[src/rtl/voice_pkg.sv]
// rtl/voice_pkg.sv - shared voice-path types, widths and CIC sizing helper
package voice_pkg;

  localparam int PCM_W     = 16;
  localparam int CIC_ORDER = 3;

  typedef logic signed [PCM_W-1:0] pcm_t;

  // Integrator width needed so an order-N CIC with decimation decim never
  // loses information after wrap-around: 2 guard bits + N*log2(decim).
  function automatic int cic_acc_w(input int decim);
    return 2 + CIC_ORDER * $clog2(decim);
  endfunction

endpackage

[src/rtl/pdm_decimator_if.sv]
// rtl/pdm_decimator_if.sv - PCM sample stream with valid/ready handshake
interface pdm_decimator_if;
  import voice_pkg::*;

  pcm_t sample;
  logic sample_valid;
  logic sample_ready;

  modport master (
    output sample,
    output sample_valid,
    input  sample_ready
  );

  modport slave (
    input  sample,
    input  sample_valid,
    output sample_ready
  );

endinterface

[src/rtl/pdm_clkgen.sv]
// rtl/pdm_clkgen.sv - PDM microphone clock divider and bit-capture strobe
module pdm_clkgen #(
  parameter int CLK_DIV = 40
) (
  input  logic clk,
  input  logic reset_L,
  input  logic enable,
  output logic micClk,
  output logic bit_stb
);

  localparam int CW = $clog2(CLK_DIV);
  localparam logic [CW-1:0] LAST = CW'(CLK_DIV - 1);
  localparam logic [CW-1:0] HALF = CW'(CLK_DIV / 2);

  logic [CW-1:0] div_cnt_q, div_cnt_d;
  logic          mic_clk_q, mic_clk_d;

  // Next divider count; micClk is derived from the next count so it lines up with div_cnt
  always_comb begin
    div_cnt_d = '0;
    if (enable) begin
      div_cnt_d = (div_cnt_q == LAST) ? '0 : div_cnt_q + CW'(1);
    end
    mic_clk_d = enable && (div_cnt_d >= HALF);
  end

  // Divider and clock-output registers
  always_ff @(posedge clk or negedge reset_L) begin
    if (!reset_L) begin
      div_cnt_q <= '0;
      mic_clk_q <= 1'b0;
    end else begin
      div_cnt_q <= div_cnt_d;
      mic_clk_q <= mic_clk_d;
    end
  end

  assign micClk  = mic_clk_q;
  // Last cycle of the high phase: data from the mic is stable here
  assign bit_stb = enable && (div_cnt_q == LAST);

endmodule

[src/rtl/pdm_decimator.sv]
// rtl/pdm_decimator.sv - PDM capture, 3rd-order CIC decimator and PCM holding register
module pdm_decimator
  import voice_pkg::*;
#(
  parameter int CLK_DIV = 40,
  parameter int DECIM   = 64
) (
  input  logic clk,
  input  logic reset_L,
  input  logic enable,
  input  logic micData,
  output logic micClk,
  output logic overrun,
  pdm_decimator_if.master pcm
);

  localparam int ACC_W = cic_acc_w(DECIM);
  // Full scale DECIM^3 = 2^(ACC_W-2) is brought to 2^15 before saturation
  localparam int SHR = (ACC_W > 17) ? ACC_W - 17 : 0;
  localparam int SHL = (ACC_W < 17) ? 17 - ACC_W : 0;
  localparam int DW  = $clog2(DECIM);
  localparam logic [DW-1:0] DEC_LAST = DW'(DECIM - 1);

  typedef logic signed [ACC_W-1:0] acc_t;
  localparam acc_t PLUS1  = acc_t'(1);
  localparam acc_t MINUS1 = '1;

  logic          bit_stb;
  logic [DW-1:0] dec_cnt_q;
  acc_t          i1_q, i2_q, i3_q;
  acc_t          d1_q, d2_q, d3_q;
  acc_t          x, c1, c2, c3;
  logic          frame_q;
  logic [1:0]    warm_q;
  logic          new_sample;
  logic signed [31:0] wide, scaled;
  pcm_t          pcm_d;
  pcm_t          sample_q;
  logic          valid_q, overrun_q;

  pdm_clkgen #(.CLK_DIV(CLK_DIV)) u_clkgen (
    .clk     (clk),
    .reset_L (reset_L),
    .enable  (enable),
    .micClk  (micClk),
    .bit_stb (bit_stb)
  );

  // Bit mapping, comb chain on the latest integrator-3 value, scale and saturate
  always_comb begin
    x      = micData ? PLUS1 : MINUS1;
    c1     = i3_q - d1_q;
    c2     = c1 - d2_q;
    c3     = c2 - d3_q;
    wide   = {{(32 - ACC_W){c3[ACC_W-1]}}, c3};
    scaled = (wide >>> SHR) <<< SHL;
    if (scaled > 32'sd32767) begin
      pcm_d = 16'sh7fff;
    end else if (scaled < -32'sd32768) begin
      pcm_d = 16'sh8000;
    end else begin
      pcm_d = pcm_t'(scaled[PCM_W-1:0]);
    end
  end

  // Only the fourth and later comb outputs after a (re)start carry a settled value
  assign new_sample = frame_q && (warm_q == 2'd3);

  // Integrators and frame counter step on capture cycles; combs and warm-up step on frame wraps
  always_ff @(posedge clk or negedge reset_L) begin
    if (!reset_L) begin
      dec_cnt_q <= '0;
      i1_q      <= '0;
      i2_q      <= '0;
      i3_q      <= '0;
      d1_q      <= '0;
      d2_q      <= '0;
      d3_q      <= '0;
      frame_q   <= 1'b0;
      warm_q    <= 2'd0;
    end else if (!enable) begin
      dec_cnt_q <= '0;
      i1_q      <= '0;
      i2_q      <= '0;
      i3_q      <= '0;
      d1_q      <= '0;
      d2_q      <= '0;
      d3_q      <= '0;
      frame_q   <= 1'b0;
      warm_q    <= 2'd0;
    end else begin
      if (bit_stb) begin
        i1_q      <= i1_q + x;
        i2_q      <= i2_q + i1_q;
        i3_q      <= i3_q + i2_q;
        dec_cnt_q <= dec_cnt_q + DW'(1);
      end
      frame_q <= bit_stb && (dec_cnt_q == DEC_LAST);
      if (frame_q) begin
        d1_q <= i3_q;
        d2_q <= c1;
        d3_q <= c2;
        if (warm_q != 2'd3) begin
          warm_q <= warm_q + 2'd1;
        end
      end
    end
  end

  // Holding register: a new sample always wins; overwriting an unconsumed one flags overrun
  always_ff @(posedge clk or negedge reset_L) begin
    if (!reset_L) begin
      sample_q  <= '0;
      valid_q   <= 1'b0;
      overrun_q <= 1'b0;
    end else if (!enable) begin
      valid_q   <= 1'b0;
      overrun_q <= 1'b0;
    end else if (new_sample) begin
      sample_q <= pcm_d;
      valid_q  <= 1'b1;
      if (valid_q && !pcm.sample_ready) begin
        overrun_q <= 1'b1;
      end
    end else if (valid_q && pcm.sample_ready) begin
      valid_q <= 1'b0;
    end
  end

  assign pcm.sample       = sample_q;
  assign pcm.sample_valid = valid_q;
  assign overrun          = overrun_q;

endmodule

[src/flat_wrapper.sv]
// flat-port wrapper written by rule: the top's interface ports become plain ports
module pdm_decimator_flat import voice_pkg::*;
#(
  parameter int CLK_DIV = 40,
  parameter int DECIM   = 64
)
  (clk, reset_L, enable, micData, micClk, overrun, pcm_sample, pcm_sample_valid, pcm_sample_ready);
  pdm_decimator_if pcm_i ();
  input  logic clk;
  input  logic reset_L;
  input  logic enable;
  input  logic micData;
  output logic micClk;
  output logic overrun;
  output wire logic [$bits(pcm_i.sample)-1:0] pcm_sample;
  output wire logic [$bits(pcm_i.sample_valid)-1:0] pcm_sample_valid;
  input wire logic [$bits(pcm_i.sample_ready)-1:0] pcm_sample_ready;
  assign pcm_sample = pcm_i.sample;
  assign pcm_sample_valid = pcm_i.sample_valid;
  assign pcm_i.sample_ready = pcm_sample_ready;
  pdm_decimator #(.CLK_DIV(CLK_DIV), .DECIM(DECIM)) u_core (.clk(clk), .reset_L(reset_L), .enable(enable), .micData(micData), .micClk(micClk), .overrun(overrun), .pcm(pcm_i));
endmodule
[config.mk]
export PLATFORM = sky130hd
export DESIGN_NAME = pdm_decimator_flat
export DESIGN_NICKNAME = d
export VERILOG_FILES = /design/src/rtl/voice_pkg.sv /design/src/rtl/pdm_decimator_if.sv /design/src/rtl/pdm_clkgen.sv /design/src/rtl/pdm_decimator.sv /design/src/flat_wrapper.sv
export SDC_FILE = /design/constraint.sdc
export NUM_CORES = 1
export LEC_CHECK = 0
export ABC_AREA = 1
export CAP_MARGIN = 20
export CORE_UTILIZATION = 30
export DETAILED_ROUTE_END_ITERATION = 6
export REMOVE_ABC_BUFFERS = 1
export SLEW_MARGIN = 15
export SYNTH_ARGS = -nofsm -noshare
export SYNTH_HDL_FRONTEND = slang
export SYNTH_HIERARCHICAL = 1
export SYNTH_SLANG_ARGS = --single-unit
[constraint.sdc]
create_clock -name clk -period 5.6 [get_ports clk]
set_input_delay 0.84 -clock clk [delete_from_list [all_inputs] [get_ports clk]]
set_output_delay 0.84 -clock clk [all_outputs]
set_load 0.05 [all_outputs]
==> results of run 1 <==
-- repair_timing --
item,4_1_cts,5_1_grt
hold endpoints to repair,0,0
buffers inserted,0,5
endpoints found under the setup margin,0,16
gates resized for setup,0,30
-- layout by cell type (no fill, tap or decap), drive strengths merged --
cell,netlist,layout
clkbuf,23,17
a21oi,122,122
ha,115,115
buf,5,15
nand4,13,13
o22ai,16,16
o21ai,151,151
clkdlybuf4s50,0,22
nor2,73,73
a32o,3,3
o31ai,11,11
a22o,3,3
xor2,53,53
nand3b,2,2
clkinvlp,0,4
nor4,2,2
a21boi,7,7
o211a,1,1
o21bai,18,18
bufinv,0,2
inv,185,193
o21a,4,4
a21o,6,6
a211oi,2,2
a31oi,9,9
o211ai,8,8
fa,5,5
clkinv,4,5
and3,1,1
nor3b,1,1
a221oi,2,2
dfrtp,154,154
nand3,80,81
nor3,13,13
o2111ai,1,1
and2,3,3
nand2,378,378
xnor2,26,26
or2,8,8
-- worst min-delay path by stage --
stage                                     startpoint  cells past startpoint                                to  slack (ns)
floorplan                u_core/d3_q[18]$_DFFE_PN0P_                      2       u_core/d3_q[18]$_DFFE_PN0P_        0.45
global placement    u_core/pcm.sample[5]$_DFFE_PN0P_                      2  u_core/pcm.sample[5]$_DFFE_PN0P_        0.46
detailed placement  u_core/pcm.sample[6]$_DFFE_PN0P_                      2  u_core/pcm.sample[6]$_DFFE_PN0P_        0.46
CTS                                          reset_L                      1  u_core/pcm.sample[0]$_DFFE_PN0P_        0.45
global route                                 reset_L                      1  u_core/pcm.sample[0]$_DFFE_PN0P_        0.47
finish                                       reset_L                      1  u_core/pcm.sample[0]$_DFFE_PN0P_        0.41
-- metal layers --
layer / up-vias / part of all wire (%)
li1: 5125 / -
met1: 4430 / 47
met2: 111 / 49
met3: 34 / 2.1
met4: 0 / 2.4
met5: - / 0
-- final cells by class --
class	instances	area share [%]
multi-input combinational	1138	53.2
sequential	154	29.4
inverter	189	5.40
tap	511	4.87
clock buffer	17	3.24
timing repair buffer	37	2.56
clock inverter	15	1.36
-- worst max-delay path, delay by kind of cell, from the launching register on --
family | cells | cell delay (ns)
XOR/XNOR | 2 | 0.18
adder cells (fa/ha/maj) | 4 | 1.23
buffers and inverters | 5 | 0.51
AO/OA/AOI/OAI | 4 | 0.69
flip-flops | 1 | 0.41
AND/OR/NAND/NOR | 18 | 2.06
-- cell families after synthesis --
group | share of synthesized area, %
xor gates and xnor gates | 6.08
DFF | 33.5
AOI/OAI and AO/OA | 17.8
and+or+nand+nor | 22.0
buffers and inverters | 7.27
adders and majority gates | 13.4
-- power by group --
part	total, mW	switching (mW)	internal (mW)
clock	1.21	0.536	0.674
sequential	1.12	0.00238	1.11
combinational	0.0838	0.0650	0.0189
-- metrics by stage --
| stage | TNS, ns | std cells | power, mW | util (%) |
|---|---|---|---|---|
| finish | 0 | 2061 | 2.41 | 34.9 |
| floorplan | 0 | 1480 | 1.18 | - |
| global route | -0.379 | 2061 | 2.50 | 34.9 |
| global placement | 0 | 2022 | 1.23 | 32.7 |
| detailed placement | 0 | 2022 | 1.23 | 32.7 |
| CTS | 0 | 2054 | 2.45 | 34.3 |
-- state kept, by name, summed over array words and instances (netlist names) --
| signal | count |
|---|---|
| u_core/d1_q | 20 |
| u_core/d2_q | 20 |
| u_core/d3_q | 20 |
| u_core/dec_cnt_q | 6 |
| u_core/frame_q | 1 |
| u_core/i1_q | 20 |
| u_core/i2_q | 20 |
| u_core/i3_q | 20 |
| u_core/overrun | 1 |
| u_core/pcm.sample | 16 |
| u_core/pcm.sample_valid | 1 |
| u_core/u_clkgen/div_cnt_q | 6 |
| u_core/u_clkgen/micClk | 1 |
| u_core/warm_q | 2 |
==> impl_metrics.py, run 1 <==
metrics = {
    "timing": {
        "relSlewSlack_pct": 43.9,
        "setup_ws_ns": 0.401,
        "drv_slew": 0,
        "worst_pin_slew_ns": 0.836,
        "setup_viol": 0,
        "max_freq_mhz": 192,
        "timing_hold_violations_final": 0,
        "timing.final.crit_share_pct": 92.8,
        "fin_crit_ns": 5.20,
        "skew_ns": 0.0118,
        "hold_ws_ns": 0.415,
    },
    "clocking": {
        "clock-root-buffer": "clkbuf_16",
        "numCtsBuffers": 17,
        "path_clk_slew_ns": 0.07,
        "cts_tree": "built",
        "clock_latency_ns": 0.44,
        "htree_num_levels": 4,
        "clock-sinks": 154,
        "holdBufCountCts": 0,
        "cts_buffer_depth": 2,
    },
    "synthesis": {
        "synth_flop_cell": "dfrtp_1",
        "async_reset_ff_share_pct": 100,
        "synthCells": 1508,
        "yosysTopAreaCellShare_pct": 33.5,
        "synth_commonest_cells": "354 x nand2_1, 180 x inv_1, 154 x dfrtp_1",
        "avgSynthCellArea_um2": 7.63,
        "yosysSeqAreaShare_pct": 33.5,
        "synth_most_common_cell": "nand2_1",
        "synth.area.top_cells": "dfrtp_1 33%, ha_1 13%, nand2_1 12%, inv_1 5.9%, o21ai_0 5.7%",
        "synth-edff-count": 0,
        "ys_warn_count": 6,
        "synth.distinct_cells": 54,
        "syn_area_um2": 11500,
        "ys_ff_latch": 154,
        "synth_top_area_cell": "dfrtp_1",
    },
    "outcome": {
        "run_status": "complete, no violations",
    },
    "global_routing": {
        "antenna_found_initial": 0,
        "met3_usage_pct": 2.28,
        "met2_usage_pct": 25.4,
        "grt-ovfl-total": 0,
        "grt_first_pass_wirelength_um": 45200,
        "grt_use_met1_pct": 17.2,
        "grt_use_total_pct": 14.3,
        "top_usage_layer": "met2",
        "grt_max_degree": 75,
        "grt_pass1_vias": 9481,
    },
    "layout": {
        "seqCellArea_um2": 3850,
        "final_cell_area_um2": 13100,
        "nFillCells": 4005,
        "diodes": 0,
        "multi_input_area_um2": 6990,
        "area_delta_synth_final_pct": 14.1,
        "drive_gt1_share_pct": 8.00,
        "finalNetCount": 1662,
    },
    "die": {
        "initial_core_util_pct": 30.6,
        "die_w_um": 198,
        "io-pin-count": 24,
        "die_h_um": 198,
        "placementRows": 71,
        "die_area_um2": 39200,
        "design.core.area_um2": 37700,
    },
    "setup_path": {
        "end_kind": "register",
        "r2r_cells": 33,
        "path_max_fanout": 8,
        "cp.required_ns": 5.93,
        "crit_top_cell": "nand2_1",
        "crit_slowest_cell": "dfrtp_1",
        "r2r_start": "u_core/i3_q[0]$_DFFE_PN0P_",
        "critPathLaunch": "u_core/i3_q[0]$_DFFE_PN0P_",
        "critPathMaxStageDelay_ns": 0.41,
        "arrival_ns": 5.53,
        "start_kind": "register",
        "ff2ff_setup_slack_ns": 0.40,
        "path_class": "register to register",
        "crit_end": "u_core/pcm.sample[7]$_DFFE_PN0P_",
        "r2r-end": "u_core/pcm.sample[7]$_DFFE_PN0P_",
    },
    "route": {
        "drc_errors": 0,
        "viasPerCell": 4.71,
        "dr.first_iter.drc_count": 465,
        "firstDrtPassIters": 7,
        "via_count": 9700,
        "ant_nets": 0,
        "post_drt_wl_per_cell_um": 13.2,
        "totalWireLength_um": 27100,
    },
    "placed_design": {
        "portBuffers": 23,
        "dpl_cell_area_um2": 12300,
        "pre_cts_ws_ns": 0.150,
        "dpl.hpwl_um": 20100,
        "place_congestion": 0.890,
    },
    "power_and_ir_drop": {
        "p_per_area_nw_per_um2": 184,
        "power.leakage_nw": 6.58,
        "peakVddDrop_v": 0.000149,
    },
    "min_path": {
        "hold_class": "input pin to async pin",
    },
    "run": {
        "maxCapViolCount": 0,
    },
}
Power figures use the tool's default switching activity.
==> inputs of run 2 (changes only) <==
--- a/config.mk
+++ b/config.mk
@@ -15,3 +15,4 @@
 export SYNTH_HDL_FRONTEND = slang
 export SYNTH_HIERARCHICAL = 1
 export SYNTH_SLANG_ARGS = --single-unit
+export TNS_END_PERCENT = 20
==> results of run 2 <==
Same layout as run 1: the final DEF is identical, and so are final timing and power.
==> RTL edit 1 (settings of run 1) <==
`DECIM` is set to 64 in 2 places; all go to 32.
--- a/src/rtl/pdm_decimator.sv
+++ b/src/rtl/pdm_decimator.sv
@@ -3,7 +3,7 @@
   import voice_pkg::*;
 #(
   parameter int CLK_DIV = 40,
-  parameter int DECIM   = 64
+  parameter int DECIM   = 32
 ) (
   input  logic clk,
   input  logic reset_L,
--- a/src/flat_wrapper.sv
+++ b/src/flat_wrapper.sv
@@ -2,7 +2,7 @@
 module pdm_decimator_flat import voice_pkg::*;
 #(
   parameter int CLK_DIV = 40,
-  parameter int DECIM   = 64
+  parameter int DECIM   = 32
 )
   (clk, reset_L, enable, micData, micClk, overrun, pcm_sample, pcm_sample_valid, pcm_sample_ready);
   pdm_decimator_if pcm_i ();
Check against the original RTL: no difference found for any inputs over 10 cycles, from zero or initial values and one cycle with reset_L low; that may be too few to reach the edited logic, so the function may still have changed.
==> RTL edit 1 against run 1 <==
- the flow now finishes with violations (DRC)
- setup slack better by 0.11 ns
- final cell count shrank 20%
- count of clock-buffer cells in the layout unchanged
- power down 5.9%
- design area decreased by 18%
- routed wire length fell by 24%
- largest power group unchanged
- highest routed layer unchanged
- sequential cell count fell by 19
- synthesized cell count fell by 20%
- combinational power grew 54%
- hold slack better by 0.039 ns
- clock skew down 0.0012 ns
- synthesized area fell by 17%
==> RTL edit 1: results (changes against run 1) <==
[cells_and_area]
multi_input_cells = 881  ; was 1138
num-nonclk-buffers = 30  ; was 37
seq-cell-share_pct = 31.31  ; was 29.35%
nFillCells = 3238  ; was 4005
drive_gt1_share_pct = 7.680  ; was 8.000%
buf_share_pct = 2.632  ; was 2.563%
multi_input_area_share_pct = 49.86  ; was 53.21%
nets = 1347  ; was 1662

[global_routing]
grt_max_degree = 83  ; was 75
met2_usage_pct = 22.47  ; was 25.35%
first_global_vias = 7717  ; was 9481
gr-usage-met1_pct = 17.19  ; was 17.24%
grt_use_met3_pct = 2.350  ; was 2.282%
grt_use_total_pct = 13.25  ; was 14.25%

[setup_path]
r2r_slack_ns = 0.51  ; was 0.40 ns
reg2reg_depth = 30  ; was 33
worstPathArrival_ns = 5.39  ; was 5.53 ns
cpMaxStageDelayCell = ha_1  ; was dfrtp_1
r2r-end = u_core/pcm.sample[5]  ; was u_core/pcm.sample[7]
cp_slowest_stage_delay_ns = 0.38  ; was 0.41 ns
path_max_fanout = 10  ; was 8

[routing]
routed_wirelength_mm = 20.66  ; was 27.15 mm
wl_met1_mm = 10.31  ; was 12.68 mm
viasPerCell = 4.736  ; was 4.706
drc = 6  ; was 0
drt_iter0_markers = 257  ; was 465
wl_met3_um = 454  ; was 579 um

[synthesis]
synth_fa_ha_area_share_pct = 14.30  ; was 13.37%
avgSynthCellArea_um2 = 7.851  ; was 7.632 um2
ys_seq_area_share_pct = 35.56  ; was 33.48%

[place]
dpl-instance-area_um2 = 10180  ; was 12330 um2
post-place-ws_ns = 0.4914  ; was 0.1499 ns
dp.cells = 1614  ; was 2022
gp_congestion = 0.8773  ; was 0.8900

[clock_network]
clk_latency_ns = 0.42  ; was 0.44 ns

[status]
violations = DRC
status = finished, violations left  ; was finished clean

[sta]
max-slew-margin-rel_pct = 47.00  ; was 43.90%
hold_ws_ns = 0.4538  ; was 0.4147 ns
fin_skew_ns = 0.01065  ; was 0.01183 ns

[power_and_ir_drop]
power.leakage_nw = 5.411  ; was 6.585 nW
max-vdd-ir-drop_mv = 0.2314  ; was 0.1492 mV

RTL edit 1: changes by cell type after synthesis, sizes merged, moves of 16 or more:
cell   delta
nor2     -19
o22ai    +21
ha       -16
dfrtp    -19
nand2   -108
o21ai    -40
nand3    -25
RTL edit 1: power by group:
part           switching, W  internal, W
registers        0.00000838     0.000985
logic             0.0000905    0.0000388
clock network      0.000446     0.000700
total              0.000545      0.00172
RTL edit 1: worst max path at each step:
stage | slack (ns) | endpoint
final | 0.51 | u_core/pcm.sample[5]
after global routing | 0.005 | u_core/pcm.sample[5]
after CTS | 0.43 | u_core/pcm.sample[5]
after detailed placement | 0.49 | u_core/pcm.sample[5]
after global placement | 0.65 | u_core/pcm.sample[5]
after floorplan | 1.03 | u_core/pcm.sample[3]
RTL edit 1: worst max-delay path: cells and delay by family (launching register included):
family                     cells  cell delay (ns)
and+or+nand+nor               13             1.49
adders and majority gates      4             1.33
AOI/OAI and AO/OA              6             1.08
buffers and inverters          5             0.37
DFF                            1             0.35
xor gates and xnor gates       2             0.33
==> RTL edit 2 (config.mk and constraints of run 1) <==
Without the edit above. Reset style: synchronous (`reset_L`), changed in 3 clocked blocks.
--- a/src/rtl/pdm_clkgen.sv
+++ b/src/rtl/pdm_clkgen.sv
@@ -26,7 +26,7 @@
   end
 
   // Divider and clock-output registers
-  always_ff @(posedge clk or negedge reset_L) begin
+  always_ff @(posedge clk) begin
     if (!reset_L) begin
       div_cnt_q <= '0;
       mic_clk_q <= 1'b0;
--- a/src/rtl/pdm_decimator.sv
+++ b/src/rtl/pdm_decimator.sv
@@ -67,7 +67,7 @@
   assign new_sample = frame_q && (warm_q == 2'd3);
 
   // Integrators and frame counter step on capture cycles; combs and warm-up step on frame wraps
-  always_ff @(posedge clk or negedge reset_L) begin
+  always_ff @(posedge clk) begin
     if (!reset_L) begin
       dec_cnt_q <= '0;
       i1_q      <= '0;
@@ -108,7 +108,7 @@
   end
 
   // Holding register: a new sample always wins; overwriting an unconsumed one flags overrun
-  always_ff @(posedge clk or negedge reset_L) begin
+  always_ff @(posedge clk) begin
     if (!reset_L) begin
       sample_q  <= '0;
       valid_q   <= 1'b0;
Behaviour: no difference found for any inputs over 10 cycles, from zero or initial values and one cycle with reset_L low; that may be too few to reach the edited logic, so the function may still have changed.
==> RTL edit 2 against run 1 <==
- routed wire length fell by 8.0%
- design area fell by 3.8%
- largest cell class unchanged
- critical path type unchanged
- sequential cell count did not move
- power fell by 0.48%
- synthesized area fell by 3.0%
- hold slack improved by 0.041 ns
- setup slack improved by 0.063 ns
==> RTL edit 2: results (changes against run 1) <==
[status]
status = finished clean  ; unchanged

[setup_path]
crit_family = compound AO/OA/AOI/OAI gates  ; was simple AND/OR/NAND/NOR gates
cp_slowest_stage_delay_ns = 0.39  ; was 0.41 ns
path_max_fanout = 15  ; was 8

[cells_and_area]
drive_gt1_share_pct = 5.742  ; was 8.000%

[synthesis]
async_flop_share_pct = 0  ; was 100.0%
yosys-top-cells-count = inv_1 (242), nand2_1 (222), a21oi_1 (198), o21ai_0 (178), nor2_1 (164)  ; was nand2_1 (354), inv_1 (180), dfrtp_1 (154), o21ai_0 (132), a21oi_1 (121)
yosys-top-cells-area = dfxtp_1 (28%), ha_1 (13%), a21oi_1 (8.9%), inv_1 (8.1%), o21ai_0 (8.0%)  ; was dfrtp_1 (33%), ha_1 (13%), nand2_1 (12%), inv_1 (5.9%), o21ai_0 (5.7%)
netlist_instances = 1615  ; was 1508
ys_seq_area_share_pct = 27.60  ; was 33.48%
synth_top_area_cell = dfxtp_1  ; was dfrtp_1
synth.distinct_cells = 46  ; was 54

[routing]
drt_iter0_markers = 306  ; was 465
routed_wirelength_mm = 24.97  ; was 27.15 mm
wl_met3_um = 584  ; was 579 um
wl_met1_mm = 12.06  ; was 12.68 mm

[power_and_ir_drop]
comb_power_share_pct = 2.3  ; was 3.5%
power.leakage_nw = 6.083  ; was 6.585 nW
p_clk_w = 0.00125  ; was 0.00121 W

[place]
post-place-ws_ns = 0.1575  ; was 0.1499 ns

[global_routing]
gr-usage-met1_pct = 16.56  ; was 17.24%
grt_max_degree = 83  ; was 75
met2_usage_pct = 24.51  ; was 25.35%
grt_use_total_pct = 13.67  ; was 14.25%
grt_pass1_wl_mm = 43.65  ; was 45.16 mm

RTL edit 2: worst max path at each step:
| stage | slack [ns] | to | startpoint |
|---|---|---|---|
| final | 0.46 | u_core/pcm.sample[1] | u_core/i3_q[0] |
| after floorplan | 0.09 | u_core/i1_q[17] | enable |
| after detailed placement | 0.16 | u_core/pcm.sample[1] | u_core/i3_q[2] |
| after global routing | -0.01 | u_core/pcm.sample[11] | u_core/i3_q[2] |
| after global placement | 0.31 | u_core/pcm.sample[2] | u_core/i3_q[2] |
| after CTS | 0.12 | u_core/pcm.sample[1] | u_core/i3_q[2] |
RTL edit 2: cells by family (layout without fill, tap and decap cells):
| kind of cell | Yosys count | in the layout | share of synthesized area, % |
|---|---|---|---|
| adder cells (fa/ha/maj) | 120 | 120 | 13.78 |
| AND/OR/NAND/NOR | 488 | 488 | 18.32 |
| XOR/XNOR | 96 | 96 | 7.528 |
| flip-flops | 154 | 154 | 27.60 |
| AO/OA/AOI/OAI | 464 | 464 | 22.80 |
| buffers and inverters | 293 | 315 | 9.981 |
RTL edit 2: final cells by class:
type | count | area, um2
inverter | 249 | 934.6
clock inverter | 13 | 191.4
multi-input combinational | 1168 | 7066
tap | 468 | 585.6
fill | 3871 | 23980
clock buffer | 19 | 442.9
timing repair buffer | 34 | 327.8
sequential | 154 | 3085
RTL edit 2: stage by stage:
stage / hold slack [ns] / TNS, ns / total power [W]
final: 0.4556 / 0 / 0.002399
after CTS: 0.4611 / 0 / 0.002441
after global routing: 0.4720 / -0.009527 / 0.002493
after floorplan: 0.4373 / 0 / 0.001156
after detailed placement: 0.4512 / 0 / 0.001178
after global placement: 0.4457 / 0 / 0.001175
RTL edit 2: timing repair:
item	CTS	global route
setup endpoints to repair	0	16
setup buffers	0	1
gates resized for setup	0	21
